--- src/rtl/fila_carona_param_pkg.sv ---
// fila_carona_param shared types
// default widths and scan FSM states
package fila_carona_param_pkg;

  localparam int FLOOR_W_D = 2;
  localparam int TYPE_W_D  = 2;
  localparam int DEPTH_D   = 16;

  typedef enum logic [2:0] {
    S_IDLE,
    S_SCAN_O,
    S_INS_O,
    S_MERGE_O,
    S_SCAN_D,
    S_INS_D,
    S_MERGE_D
  } state_t;

endpackage

--- src/rtl/fila_carona_param_if.sv ---
// fila_carona_param request/pop bus
// master = requester/UC side, slave = queue
interface fila_carona_param_if
  import fila_carona_param_pkg::*;
#(
  parameter int FLOOR_W = FLOOR_W_D,
  parameter int TYPE_W  = TYPE_W_D
);

  logic               req_valid;
  logic               req_ready;
  logic [FLOOR_W-1:0] req_origem;
  logic [FLOOR_W-1:0] req_destino;
  logic [TYPE_W-1:0]  req_tipo;
  logic               pop;
  logic               pop_ready;
  logic               head_valid;
  logic [FLOOR_W-1:0] head_andar;
  logic               head_eh_origem;
  logic [TYPE_W-1:0]  head_tipo;
  logic               sobe;

  modport master (
    output req_valid, req_origem,
    output req_destino, req_tipo, pop,
    input  req_ready, pop_ready,
    input  head_valid, head_andar,
    input  head_eh_origem, head_tipo, sobe
  );

  modport slave (
    input  req_valid, req_origem,
    input  req_destino, req_tipo, pop,
    output req_ready, pop_ready,
    output head_valid, head_andar,
    output head_eh_origem, head_tipo, sobe
  );

endinterface

--- src/rtl/fila_carona_param_janela.sv ---
// fila_carona_param en-route window
// decides if alvo lies on the leg prev->cur
module fila_carona_param_janela
  import fila_carona_param_pkg::*;
#(
  parameter int FLOOR_W = FLOOR_W_D
) (
  input  logic [FLOOR_W-1:0] i_prev,
  input  logic [FLOOR_W-1:0] i_cur,
  input  logic [FLOOR_W-1:0] i_alvo,
  input  logic               i_dir,
  output logic               o_carona,
  output logic               o_mesmo_andar,
  output logic               o_sentido_ok
);

  logic w_up;
  logic w_dn;
  logic w_entre_up;
  logic w_entre_dn;

  assign w_up = i_cur > i_prev;
  assign w_dn = i_cur < i_prev;

  assign w_entre_up = (i_alvo > i_prev) &&
                      (i_alvo < i_cur);
  assign w_entre_dn = (i_alvo < i_prev) &&
                      (i_alvo > i_cur);

  // a flat leg has no direction
  assign o_sentido_ok = i_dir ? w_up : w_dn;

  assign o_carona = o_sentido_ok &&
                    (w_up ? w_entre_up
                          : w_entre_dn);

  assign o_mesmo_andar = i_cur == i_alvo;

endmodule

--- src/rtl/fila_carona_param.sv ---
// fila_carona_param: elevator stop queue
// places pickup/drop pairs en route
module fila_carona_param
  import fila_carona_param_pkg::*;
#(
  parameter int FLOOR_W = FLOOR_W_D,
  parameter int TYPE_W  = TYPE_W_D,
  parameter int DEPTH   = DEPTH_D,
  parameter int ADDR_W  = $clog2(DEPTH)
) (
  input  logic                      clock,
  input  logic                      reset,
  fila_carona_param_if.slave        bus,
  input  logic [FLOOR_W-1:0]        andar_atual,
  output logic [ADDR_W:0]           count,
  output logic                      full,
  output logic                      busy,
  input  logic [ADDR_W-1:0]         rd_addr,
  output logic [TYPE_W+FLOOR_W:0]   rd_data
);

  localparam int EW        = 1 + TYPE_W + FLOOR_W;
  localparam int EO_BIT    = EW - 1;
  localparam int TIPO_LSB  = FLOOR_W;
  localparam int ANDAR_LSB = 0;
  localparam int CW        = ADDR_W + 1;

  logic [EW-1:0]      r_ent [DEPTH];
  state_t             r_state;
  logic [CW-1:0]      r_count;
  logic [CW-1:0]      r_idx;
  logic [CW-1:0]      r_pos;
  logic [FLOOR_W-1:0] r_origem;
  logic [FLOOR_W-1:0] r_destino;
  logic [TYPE_W-1:0]  r_tipo;
  logic               r_dir;

  logic               w_idle;
  logic               w_empty;
  logic               w_full;
  logic               w_pop_go;
  logic               w_req_go;
  logic               w_scan_o;
  logic               w_ins_o;
  logic               w_at_end;
  logic [ADDR_W-1:0]  w_ia;
  logic [ADDR_W-1:0]  w_prev_ia;
  logic [EW-1:0]      w_cur_e;
  logic [FLOOR_W-1:0] w_prev;
  logic [FLOOR_W-1:0] w_cur;
  logic [FLOOR_W-1:0] w_alvo;
  logic               w_carona;
  logic               w_mesmo;
  logic               w_sentido;
  logic               w_merge;
  logic [EW-1:0]      w_new;
  logic [EW-1:0]      w_head;

  assign w_idle   = r_state == S_IDLE;
  assign w_empty  = r_count == '0;
  assign w_full   = r_count > CW'(DEPTH - 2);
  assign w_pop_go = w_idle && !w_empty &&
                    bus.pop;
  assign w_req_go = bus.req_valid &&
                    bus.req_ready;
  assign w_scan_o = r_state == S_SCAN_O;
  assign w_ins_o  = r_state == S_INS_O;
  assign w_at_end = r_idx == r_count;

  assign w_ia      = r_idx[ADDR_W-1:0];
  assign w_prev_ia = w_ia - 1'b1;
  assign w_cur_e   = r_ent[w_ia];
  assign w_cur     = w_cur_e[ANDAR_LSB +: FLOOR_W];
  assign w_prev    = (r_idx == '0) ? andar_atual
                   : r_ent[w_prev_ia][ANDAR_LSB +: FLOOR_W];
  assign w_alvo    = w_scan_o ? r_origem
                              : r_destino;

  fila_carona_param_janela #(
    .FLOOR_W (FLOOR_W)
  ) u_janela (
    .i_prev        (w_prev),
    .i_cur         (w_cur),
    .i_alvo        (w_alvo),
    .i_dir         (r_dir),
    .o_carona      (w_carona),
    .o_mesmo_andar (w_mesmo),
    .o_sentido_ok  (w_sentido)
  );

  assign w_merge = w_mesmo && w_sentido &&
    (w_cur_e[EO_BIT] == w_scan_o) &&
    (w_cur_e[TIPO_LSB +: TYPE_W] == r_tipo);

  assign w_new = {w_ins_o, r_tipo,
                  w_ins_o ? r_origem
                          : r_destino};

  // scan FSM plus shift-register storage
  always_ff @(posedge clock) begin
    if (!reset) begin
      r_state   <= S_IDLE;
      r_count   <= '0;
      r_idx     <= '0;
      r_pos     <= '0;
      r_origem  <= '0;
      r_destino <= '0;
      r_tipo    <= '0;
      r_dir     <= 1'b0;
      for (int k = 0; k < DEPTH; k++)
        r_ent[k] <= '0;
    end else begin
      unique case (r_state)
        S_IDLE: begin
          if (w_pop_go) begin
            for (int k = 0; k < DEPTH-1; k++)
              r_ent[k] <= r_ent[k+1];
            r_ent[DEPTH-1] <= '0;
            r_count <= r_count - 1'b1;
          end else if (w_req_go) begin
            r_origem  <= bus.req_origem;
            r_destino <= bus.req_destino;
            r_tipo    <= bus.req_tipo;
            r_dir     <= bus.req_destino >
                         bus.req_origem;
            r_idx     <= '0;
            r_state   <= S_SCAN_O;
          end
        end
        S_SCAN_O, S_SCAN_D: begin
          if (w_at_end) begin
            r_pos   <= r_count;
            r_state <= w_scan_o ? S_INS_O
                                : S_INS_D;
          end else if (w_merge) begin
            r_pos   <= r_idx;
            r_state <= w_scan_o ? S_MERGE_O
                                : S_MERGE_D;
          end else if (w_carona) begin
            r_pos   <= r_idx;
            r_state <= w_scan_o ? S_INS_O
                                : S_INS_D;
          end else begin
            r_idx <= r_idx + 1'b1;
          end
        end
        S_INS_O, S_INS_D: begin
          for (int k = 1; k < DEPTH; k++)
            if (CW'(k) > r_pos &&
                CW'(k) <= r_count)
              r_ent[k] <= r_ent[k-1];
          for (int k = 0; k < DEPTH; k++)
            if (CW'(k) == r_pos)
              r_ent[k] <= w_new;
          r_count <= r_count + 1'b1;
          r_idx   <= r_pos + 1'b1;
          r_state <= w_ins_o ? S_SCAN_D
                             : S_IDLE;
        end
        S_MERGE_O: begin
          r_idx   <= r_pos + 1'b1;
          r_state <= S_SCAN_D;
        end
        S_MERGE_D: begin
          r_state <= S_IDLE;
        end
        default: begin
          r_state <= S_IDLE;
        end
      endcase
    end
  end

  assign w_head = r_ent[0];

  assign bus.req_ready = w_idle && !bus.pop &&
                         !w_full;
  assign bus.pop_ready = w_idle && !w_empty;
  assign bus.head_valid = !w_empty;
  assign bus.head_andar =
    w_head[ANDAR_LSB +: FLOOR_W];
  assign bus.head_eh_origem = w_head[EO_BIT];
  assign bus.head_tipo =
    w_head[TIPO_LSB +: TYPE_W];
  assign bus.sobe = !w_empty &&
    (w_head[ANDAR_LSB +: FLOOR_W] > andar_atual);

  assign count = r_count;
  assign full  = w_full;
  assign busy  = !w_idle;

  assign rd_data = ({1'b0, rd_addr} < r_count)
                 ? r_ent[rd_addr] : '0;

endmodule

--- src/flat_wrapper.sv ---
// flat-port wrapper written by rule: the top's interface ports become plain ports
module fila_carona_param_flat import fila_carona_param_pkg::*;
#(
  parameter int FLOOR_W = FLOOR_W_D,
  parameter int TYPE_W  = TYPE_W_D,
  parameter int DEPTH   = DEPTH_D,
  parameter int ADDR_W  = $clog2(DEPTH)
)
  (clock, reset, andar_atual, count, full, busy, rd_addr, rd_data, bus_req_valid, bus_req_origem, bus_req_destino, bus_req_tipo, bus_pop, bus_req_ready, bus_pop_ready, bus_head_valid, bus_head_andar, bus_head_eh_origem, bus_head_tipo, bus_sobe);
  fila_carona_param_if #(.FLOOR_W(FLOOR_W), .TYPE_W(TYPE_W)) bus_i ();
  input  logic clock;
  input  logic reset;
  input  logic [FLOOR_W-1:0] andar_atual;
  output logic [ADDR_W:0] count;
  output logic full;
  output logic busy;
  input  logic [ADDR_W-1:0] rd_addr;
  output logic [TYPE_W+FLOOR_W:0] rd_data;
  input wire logic [$bits(bus_i.req_valid)-1:0] bus_req_valid;
  input wire logic [$bits(bus_i.req_origem)-1:0] bus_req_origem;
  input wire logic [$bits(bus_i.req_destino)-1:0] bus_req_destino;
  input wire logic [$bits(bus_i.req_tipo)-1:0] bus_req_tipo;
  input wire logic [$bits(bus_i.pop)-1:0] bus_pop;
  output wire logic [$bits(bus_i.req_ready)-1:0] bus_req_ready;
  output wire logic [$bits(bus_i.pop_ready)-1:0] bus_pop_ready;
  output wire logic [$bits(bus_i.head_valid)-1:0] bus_head_valid;
  output wire logic [$bits(bus_i.head_andar)-1:0] bus_head_andar;
  output wire logic [$bits(bus_i.head_eh_origem)-1:0] bus_head_eh_origem;
  output wire logic [$bits(bus_i.head_tipo)-1:0] bus_head_tipo;
  output wire logic [$bits(bus_i.sobe)-1:0] bus_sobe;
  assign bus_i.req_valid = bus_req_valid;
  assign bus_i.req_origem = bus_req_origem;
  assign bus_i.req_destino = bus_req_destino;
  assign bus_i.req_tipo = bus_req_tipo;
  assign bus_i.pop = bus_pop;
  assign bus_req_ready = bus_i.req_ready;
  assign bus_pop_ready = bus_i.pop_ready;
  assign bus_head_valid = bus_i.head_valid;
  assign bus_head_andar = bus_i.head_andar;
  assign bus_head_eh_origem = bus_i.head_eh_origem;
  assign bus_head_tipo = bus_i.head_tipo;
  assign bus_sobe = bus_i.sobe;
  fila_carona_param #(.FLOOR_W(FLOOR_W), .TYPE_W(TYPE_W), .DEPTH(DEPTH), .ADDR_W(ADDR_W)) u_core (.clock(clock), .reset(reset), .bus(bus_i), .andar_atual(andar_atual), .count(count), .full(full), .busy(busy), .rd_addr(rd_addr), .rd_data(rd_data));
endmodule
--- config.mk ---
export PLATFORM = sky130hd
export DESIGN_NAME = fila_carona_param_flat
export DESIGN_NICKNAME = d
export VERILOG_FILES = /design/src/rtl/fila_carona_param_pkg.sv /design/src/rtl/fila_carona_param_if.sv /design/src/rtl/fila_carona_param_janela.sv /design/src/rtl/fila_carona_param.sv /design/src/flat_wrapper.sv
export SDC_FILE = /design/constraint.sdc
export NUM_CORES = 1
export LEC_CHECK = 0
export ABC_CLOCK_PERIOD_IN_PS = 6900
export CORE_ASPECT_RATIO = 1.75
export CORE_UTILIZATION = 60
export CTS_CLUSTER_DIAMETER = 40
export DETAILED_ROUTE_END_ITERATION = 8
export PLACE_DENSITY = 0.84
export SLEW_MARGIN = 20
export SYNTH_ARGS = -nofsm -noshare
export SYNTH_HDL_FRONTEND = slang
export SYNTH_SLANG_ARGS = --single-unit
export TNS_END_PERCENT = 20
--- constraint.sdc ---
create_clock -name clock -period 6.9 [get_ports clock]
set_clock_uncertainty 0.1 [all_clocks]
set_input_delay 1.725 -clock clock [delete_from_list [all_inputs] [get_ports clock]]
set_output_delay 1.725 -clock clock [all_outputs]
set_load 0.1 [all_outputs]
==> flow_metrics.py, run 1 <==
metrics = {
    "run_status": {
        "outcome": "finished, final reports clean",
    },
    "global_route": {
        "grt_pass1_vias": 6604,
        "grt_first_pass_wirelength_um": 39600,
        "maximum_number_of_pins_on_one_net_before_global_route_repair": 51,
        "grt-ovfl-total": 0,
        "grt_util_all_layers_pct": 40.4,
        "grt_antenna_before_repair": 0,
    },
    "route": {
        "wire_per_inst_um": 29.1,
        "met3_length_um": 3040,
        "first_pass_iters": 8,
        "route.antenna.remaining_nets": 0,
        "maxUsedRoutingLayer": "met4",
        "routed_wl_um": 26500,
        "route.vias.total": 6841,
        "post-route-drc-count": 0,
        "drt_first_iter_violations": 886,
        "detailroute.wirelength.met2_um": 12400,
        "wl_met1_um": 8730,
        "post_drt_via_cell_ratio": 7.50,
    },
    "sta": {
        "finalWorstPathRequiredPeriod_ns": 6.06,
        "setup_tns_ns": 0,
        "clock.fmax_mhz": 165,
        "post-route-period-util_pct": 87.8,
        "tightest_slew_ns": 1.13,
        "setup-violations-final": 0,
        "final_hold_viol_count": 0,
        "timing.final.max_slew_violations": 0,
        "rsz0062_at_grt": "no",
        "relSlewSlack_pct": 23.3,
    },
    "worst_setup_path": {
        "timing.critical_path.cells": "clkdlybuf4s50_1 > buf_4 > mux4_2 > mux4_2 > nor2b_1 > buf_12",
        "critical-path-max-stage-delay_ns": 1.06,
        "crit_path_end_kind": "output port",
        "cpMostUsedCell": "mux4_2",
        "timing.setup.critical_path_class": "in2out",
        "required_ns": 5.08,
        "worstPathArrival_ns": 4.23,
        "timing.critical_path.slowest_stage_cell": "clkdlybuf4s50_1",
        "cp_max_fo": 16,
        "timing.critical_path.from_type": "input pin",
    },
    "cts": {
        "post-cts-setup-buffer-count": 0,
        "quantity_of_gates_resized_following_cts": 0,
        "ctsHtreeMaxLevel": 3,
        "numCtsBuffers": 9,
        "insertion_delay_ns": 0.36,
        "cts_max_path_buffers": 2,
        "tritoncts": "built",
        "cts.hold.buffers_added": 0,
        "path_clk_slew_ns": 0.08,
        "clock-root-buffer": "clkbuf_16",
        "cts.sink_count": 109,
    },
    "cells_and_area": {
        "n_antenna_cell": 0,
        "final_core_utilization_pct": 67.5,
        "most_common_cell_after_layout_fill_and_taps_aside": "edfxtp_1",
        "design.final.nets": 774,
        "fill_cells": 952,
        "share_of_final_layout_standard_cells_stronger_than_drive_strength_1_pct": 15.2,
        "synthToLayoutAreaGrowth_pct": 9.44,
        "layout.cells.most_common_list": "edfxtp_1, nand2_1, mux2i_1",
    },
    "synth": {
        "synth_fp_nets": 777,
        "syn_inst": 739,
        "synthDistinctLibCells": 73,
        "yosys_warnings": 0,
        "asyncSetResetFlopFracSynth_pct": 0,
        "postSynthRegisterBits": 109,
        "ys_seq_area_share_pct": 37.2,
        "synth-edff-count": 80,
        "syn-cell-area_um2": 8020,
        "postSynth.topFlopCell": "edfxtp_1",
        "synth.avg_cell_area_um2": 10.8,
    },
    "floorplan": {
        "dieArea_um2": 13800,
        "die_w_um": 89.4,
        "io_pins": 37,
        "core_region_area_um2": 13000,
        "fp-row-count": 55,
        "floorplan.initialDensity_pct": 61.6,
        "die_h_um": 155,
    },
    "placed_design": {
        "gp_congestion": 1.05,
        "placement.io_buffers": 36,
        "hpwl_um": 19700,
    },
    "power_and_ir_drop": {
        "power-per-cell-area_nw_per_um2": 442,
        "vdd_drop_max_mv": 0.370,
        "p_leak_nw": 2.99,
        "fin_total_pwr_w": 0.00388,
    },
    "hold_path": {
        "classification_of_the_worst_slack_hold_path": "reg2reg",
    },
    "run": {
        "timing.max_cap.violations": 0,
    },
}
[sequential cells by signal (all words and copies together) (netlist names), named ones only]
| signal | count |
|---|---|
| u_core.r_dir | 1 |
| u_core.r_state | 3 |
| u_core.r_tipo | 2 |
| u_core.r_pos | 5 |
| u_core.r_ent | 80 |
| u_core.r_origem | 2 |
| u_core.r_destino | 2 |
| u_core.count | 5 |
| u_core.r_idx | 5 |
[report_power, final]
| part | internal (W) | switching [W] | leakage [nW] |
|---|---|---|---|
| logic | 0.000717 | 0.00131 | 1.76 |
| clock network | 0.000261 | 0.000280 | 0.151 |
| registers | 0.000954 | 0.000358 | 1.08 |
| total | 0.00193 | 0.00195 | 2.99 |
[cells by family after synthesis]
| logic type | share of synthesized area (%) |
|---|---|
| fa+ha+maj | 3.43 |
| compound gates | 16.2 |
| mux | 24.0 |
| buf+inv | 4.37 |
| simple gates | 13.2 |
| xor+xnor | 1.53 |
| flops | 37.2 |
[cell usage after synthesis, types with 3 or more instances]
| cell | number | area share [%] |
|---|---|---|
| o21ai_1 | 5 | 0.31 |
| inv_1 | 26 | 1.2 |
| nand3b_1 | 6 | 0.56 |
| nor2b_1 | 19 | 1.5 |
| or2_2 | 3 | 0.23 |
| or3_1 | 10 | 0.78 |
| o21ai_0 | 50 | 3.1 |
| xnor2_1 | 11 | 1.2 |
| buf_6 | 3 | 0.42 |
| nor2_1 | 37 | 1.7 |
| nand2_1 | 71 | 3.3 |
| xor2_1 | 3 | 0.33 |
| buf_1 | 3 | 0.14 |
| and3_1 | 3 | 0.23 |
| a222oi_1 | 6 | 0.75 |
| ha_1 | 22 | 3.4 |
| and2_1 | 8 | 0.62 |
| a221o_1 | 9 | 1.1 |
| nand3_1 | 7 | 0.44 |
| a21oi_1 | 15 | 0.94 |
| mux2_2 | 4 | 0.56 |
| mux2i_1 | 60 | 7.5 |
| mux4_2 | 55 | 15 |
| a22oi_1 | 31 | 2.9 |
| buf_2 | 7 | 0.44 |
| a221oi_2 | 4 | 0.75 |
| o22ai_1 | 25 | 2.0 |
| nand2b_1 | 11 | 0.86 |
| o31ai_1 | 3 | 0.28 |
| a31oi_1 | 4 | 0.31 |
| nor3_1 | 11 | 0.69 |
| dfxtp_1 | 29 | 7.2 |
| o21a_1 | 3 | 0.28 |
| clkbuf_1 | 43 | 2.0 |
| edfxtp_1 | 80 | 30 |
[final timing paths]
path	endpoint	slack [ns]	depth (start not counted)	startpoint
min	u_core.r_dir$_SDFFE_PN0P_	0.45	2	u_core.r_dir$_SDFFE_PN0P_
min reg2reg	u_core.r_dir$_SDFFE_PN0P_	0.45	2	u_core.r_dir$_SDFFE_PN0P_
max	rd_data[1]	0.84	6	rd_addr[0]
max reg2reg	u_core.r_state[0]$_SDFFE_PN0P_	0.89	19	u_core.r_idx[0]$_SDFFE_PN0P_
[per-layer routing]
metal	track usage [%]	up-vias
met2	62.3	537
li1	-	2888
met1	49.1	3278
met3	8.86	138
met4	29.2	0
met5	0	-
[stage by stage]
| stage | setup slack [ns] | cells | hold slack (ns) | area [µm²] |
|---|---|---|---|---|
| 2_1_floorplan | 0.309 | 739 | 0.394 | 8020 |
| 3_3_place_gp | 0.880 | 896 | 0.427 | 8460 |
| 3_5_place_dp | 0.838 | 896 | 0.448 | 8460 |
| 4_1_cts | 0.833 | 912 | 0.457 | 8770 |
| 5_1_grt | 0.648 | 912 | 0.486 | 8770 |
| 6_report | 0.844 | 912 | 0.454 | 8770 |
[critical path, delay by kind of cell]
family / cells / cell delay, ns
mux: 2 / 0.77
simple gates: 1 / 0.18
buf+inv: 3 / 1.55
[area by class of cell]
cell class / count / area (µm²) / share of cell area (%)
sequential: 109 / 2980 / 34.0
tap: 171 / 214 / 2.44
clock buffer: 9 / 225 / 2.57
multi-input combinational: 546 / 4700 / 53.6
clock inverter: 7 / 91.3 / 1.04
timing repair buffer: 43 / 460 / 5.25
inverter: 27 / 101 / 1.16
No activity file was read; power rests on OpenSTA's default activity.
==> inputs of run 2 (changes only) <==
--- a/config.mk
+++ b/config.mk
@@ -7,6 +7,7 @@
 export LEC_CHECK = 0
 export ABC_CLOCK_PERIOD_IN_PS = 6900
 export CORE_ASPECT_RATIO = 1.75
+export CORE_MARGIN = 8
 export CORE_UTILIZATION = 60
 export CTS_CLUSTER_DIAMETER = 40
 export DETAILED_ROUTE_END_ITERATION = 8
==> run 2 against run 1 <==
  * Largest power group unchanged
  * Critical path type is now reg2reg
  * Sequential power barely moved
  * Non-clock buffer count up 4
  * Die area rose by 26%
  * Sequential share of layout area is 0.18 points lower
  * Via count shrank 1.9%
  * Setup slack better by 0.21 ns
  * Critical path depth up 13
  * Global-route usage fell by 8.3 points
  * Clock power rose by 4%
  * Core utilization decreased by 0.85 points
  * Combinational power barely moved
  * Total power is 0.28% higher
  * Largest cell class unchanged
==> flow_metrics.py, run 2 (same netlist as run 1, synthesis figures left out) <==
metrics = {
    "cts": {
        "numCtsBuffers": 9,
        "cts.hold.buffers_added": 0,
        "post-cts-setup-buffer-count": 0,
        "clock-root-buffer": "clkbuf_16",
        "quantity_of_gates_resized_following_cts": 0,
        "ctsHtreeMaxLevel": 3,
        "cts.sink_count": 109,
        "path_clk_slew_ns": 0.09,
        "tritoncts": "built",
        "insertion_delay_ns": 0.36,
        "cts_max_path_buffers": 2,
    },
    "global_route": {
        "grt-ovfl-total": 0,
        "grt_first_pass_wirelength_um": 40800,
        "maximum_number_of_pins_on_one_net_before_global_route_repair": 51,
        "grt_antenna_before_repair": 0,
        "grt_util_all_layers_pct": 32.2,
        "grt_pass1_vias": 6682,
    },
    "cells_and_area": {
        "final_core_utilization_pct": 66.6,
        "layout.cells.most_common_list": "edfxtp_1, nand2_1, mux2i_1",
        "fill_cells": 1009,
        "design.final.nets": 778,
        "largest_register_ff_count": 80,
        "stdcell_area_um2": 8820,
        "max_flop_register": "u_core.r_ent",
        "synthToLayoutAreaGrowth_pct": 10.0,
        "most_common_cell_after_layout_fill_and_taps_aside": "edfxtp_1",
        "layoutNonFillerInstCount": 919,
        "final-seq-area_um2": 2980,
        "multiInputGateArea_um2": 4700,
        "n_antenna_cell": 0,
        "share_of_final_layout_standard_cells_stronger_than_drive_strength_1_pct": 15.8,
    },
    "sta": {
        "clock.fmax_mhz": 171,
        "setup-violations-final": 0,
        "timing.final.max_slew_violations": 0,
        "worst_slack_ns": 1.05,
        "tightest_slew_ns": 1.04,
        "relSlewSlack_pct": 30.6,
        "finalWorstPathRequiredPeriod_ns": 5.85,
        "setup_tns_ns": 0,
        "final_hold_viol_count": 0,
        "post-route-period-util_pct": 84.8,
        "rsz0062_at_grt": "no",
    },
    "worst_setup_path": {
        "register_to_register_path_depth": 19,
        "rrSetupSlack_ns": 1.05,
        "timing.critical_path.from_type": "flop",
        "rr_startpoint": "u_core.r_idx[0]$_SDFFE_PN0P_",
        "timing.setup.critical_path_class": "reg2reg",
        "worstPathArrival_ns": 6.01,
        "required_ns": 7.05,
        "rr_endpoint": "u_core.r_state[0]$_SDFFE_PN0P_",
        "crit_path_end_kind": "flop",
        "cp_max_fo": 13,
    },
    "hold_path": {
        "min_to": "u_core.r_dir$_SDFFE_PN0P_",
        "classification_of_the_worst_slack_hold_path": "reg2reg",
        "worst_hold_startpoint": "u_core.r_dir$_SDFFE_PN0P_",
        "min_delay_path_depth": 2,
    },
    "floorplan": {
        "floorplan.initialDensity_pct": 60.5,
        "core_region_area_um2": 13200,
        "io_pins": 37,
        "die_h_um": 169,
        "dieArea_um2": 17500,
        "fp-row-count": 56,
        "die_w_um": 103,
    },
    "placed_design": {
        "gp_congestion": 1.02,
        "hpwl_um": 20300,
        "placed_area_um2": 8490,
        "pre_cts_slack_ns": 1.08,
        "placement.io_buffers": 36,
        "placed_cells": 903,
    },
    "route": {
        "route.antenna.remaining_nets": 0,
        "wire_per_inst_um": 29.3,
        "post_drt_via_cell_ratio": 7.30,
        "first_pass_iters": 5,
        "route.vias.total": 6712,
        "routed_wl_um": 26900,
        "post-route-drc-count": 0,
        "drt_first_iter_violations": 732,
    },
    "run": {
        "timing.max_cap.violations": 0,
    },
    "run_status": {
        "outcome": "finished, final reports clean",
    },
    "power_and_ir_drop": {
        "p_leak_nw": 3.02,
        "power-per-cell-area_nw_per_um2": 441,
        "vdd_drop_max_mv": 0.338,
    },
}
-- run 2: cell types whose count changed in the layout (fill, tap and decap cells not counted), sizes merged --
cell           change
inv                +1
clkinv             -2
clkdlybuf4s50      -1
clkbuf             +1
buf                +5
-- run 2: per-layer routing --
metal	vias up	track usage (%)	part of all wire, %	wire length (µm)
met4	0	19.4	6.4	1710
li1	2883	-	-	-
met2	454	52.1	50	13500
met5	-	0	0	0
met3	106	6.09	9.3	2510
met1	3269	38.0	34	9230
-- run 2: cell type report --
type	instances	area share, %
clock buffers	10	2.84
clock inverters	6	0.936
inverters	27	1.15
multi-input cells	546	53.3
flip-flops and latches	109	33.8
well taps	174	2.47
repair buffers	47	5.53
-- run 2: power breakdown --
group | leakage [nW] | internal (W) | switching, W | total (W)
registers | 1.08 | 0.000954 | 0.000324 | 0.00128
logic | 1.78 | 0.000721 | 0.00133 | 0.00205
clock network | 0.160 | 0.000283 | 0.000278 | 0.000560
total | 3.02 | 0.00196 | 0.00193 | 0.00389
-- run 2: how the worst max path moves through the flow --
stage	start	end	slack, ns	cells after the start
6_report	u_core.r_idx[0]$_SDFFE_PN0P_	u_core.r_state[0]$_SDFFE_PN0P_	1.05	19
2_1_floorplan	u_core.count[0]$_SDFFE_PN0P_	bus_req_ready	0.31	3
3_5_place_dp	rd_addr[1]	rd_data[2]	1.08	6
5_1_grt	u_core.r_idx[0]$_SDFFE_PN0P_	u_core.r_state[0]$_SDFFE_PN0P_	0.58	19
3_3_place_gp	rd_addr[1]	rd_data[2]	1.11	6
4_1_cts	rd_addr[1]	rd_data[2]	1.08	6
-- run 2: critical path: stages (launching register included) --
cell	delay [ns]
dfxtp_1	0.31
buf_4	0.23
inv_1	0.10
ha_1	0.53
mux4_2	0.58
mux2_2	0.28
nand2_1	0.06
o21ai_0	0.09
mux2i_1	0.22
ha_1	0.28
nor2b_1	0.16
or3_1	0.44
a2111oi_0	0.67
nor4_2	0.16
or2_1	0.27
ha_1	0.29
o21a_1	0.18
a2111oi_0	0.53
o21ai_1	0.14
o311ai_1	0.11
-- run 2: per-stage QoR --
step | power, W | hold slack, ns
6_report | 0.00389 | 0.451
5_1_grt | 0.00403 | 0.469
4_1_cts | 0.00384 | 0.450
3_5_place_dp | 0.00328 | 0.441
3_3_place_gp | 0.00323 | 0.428
2_1_floorplan | 0.00266 | 0.394
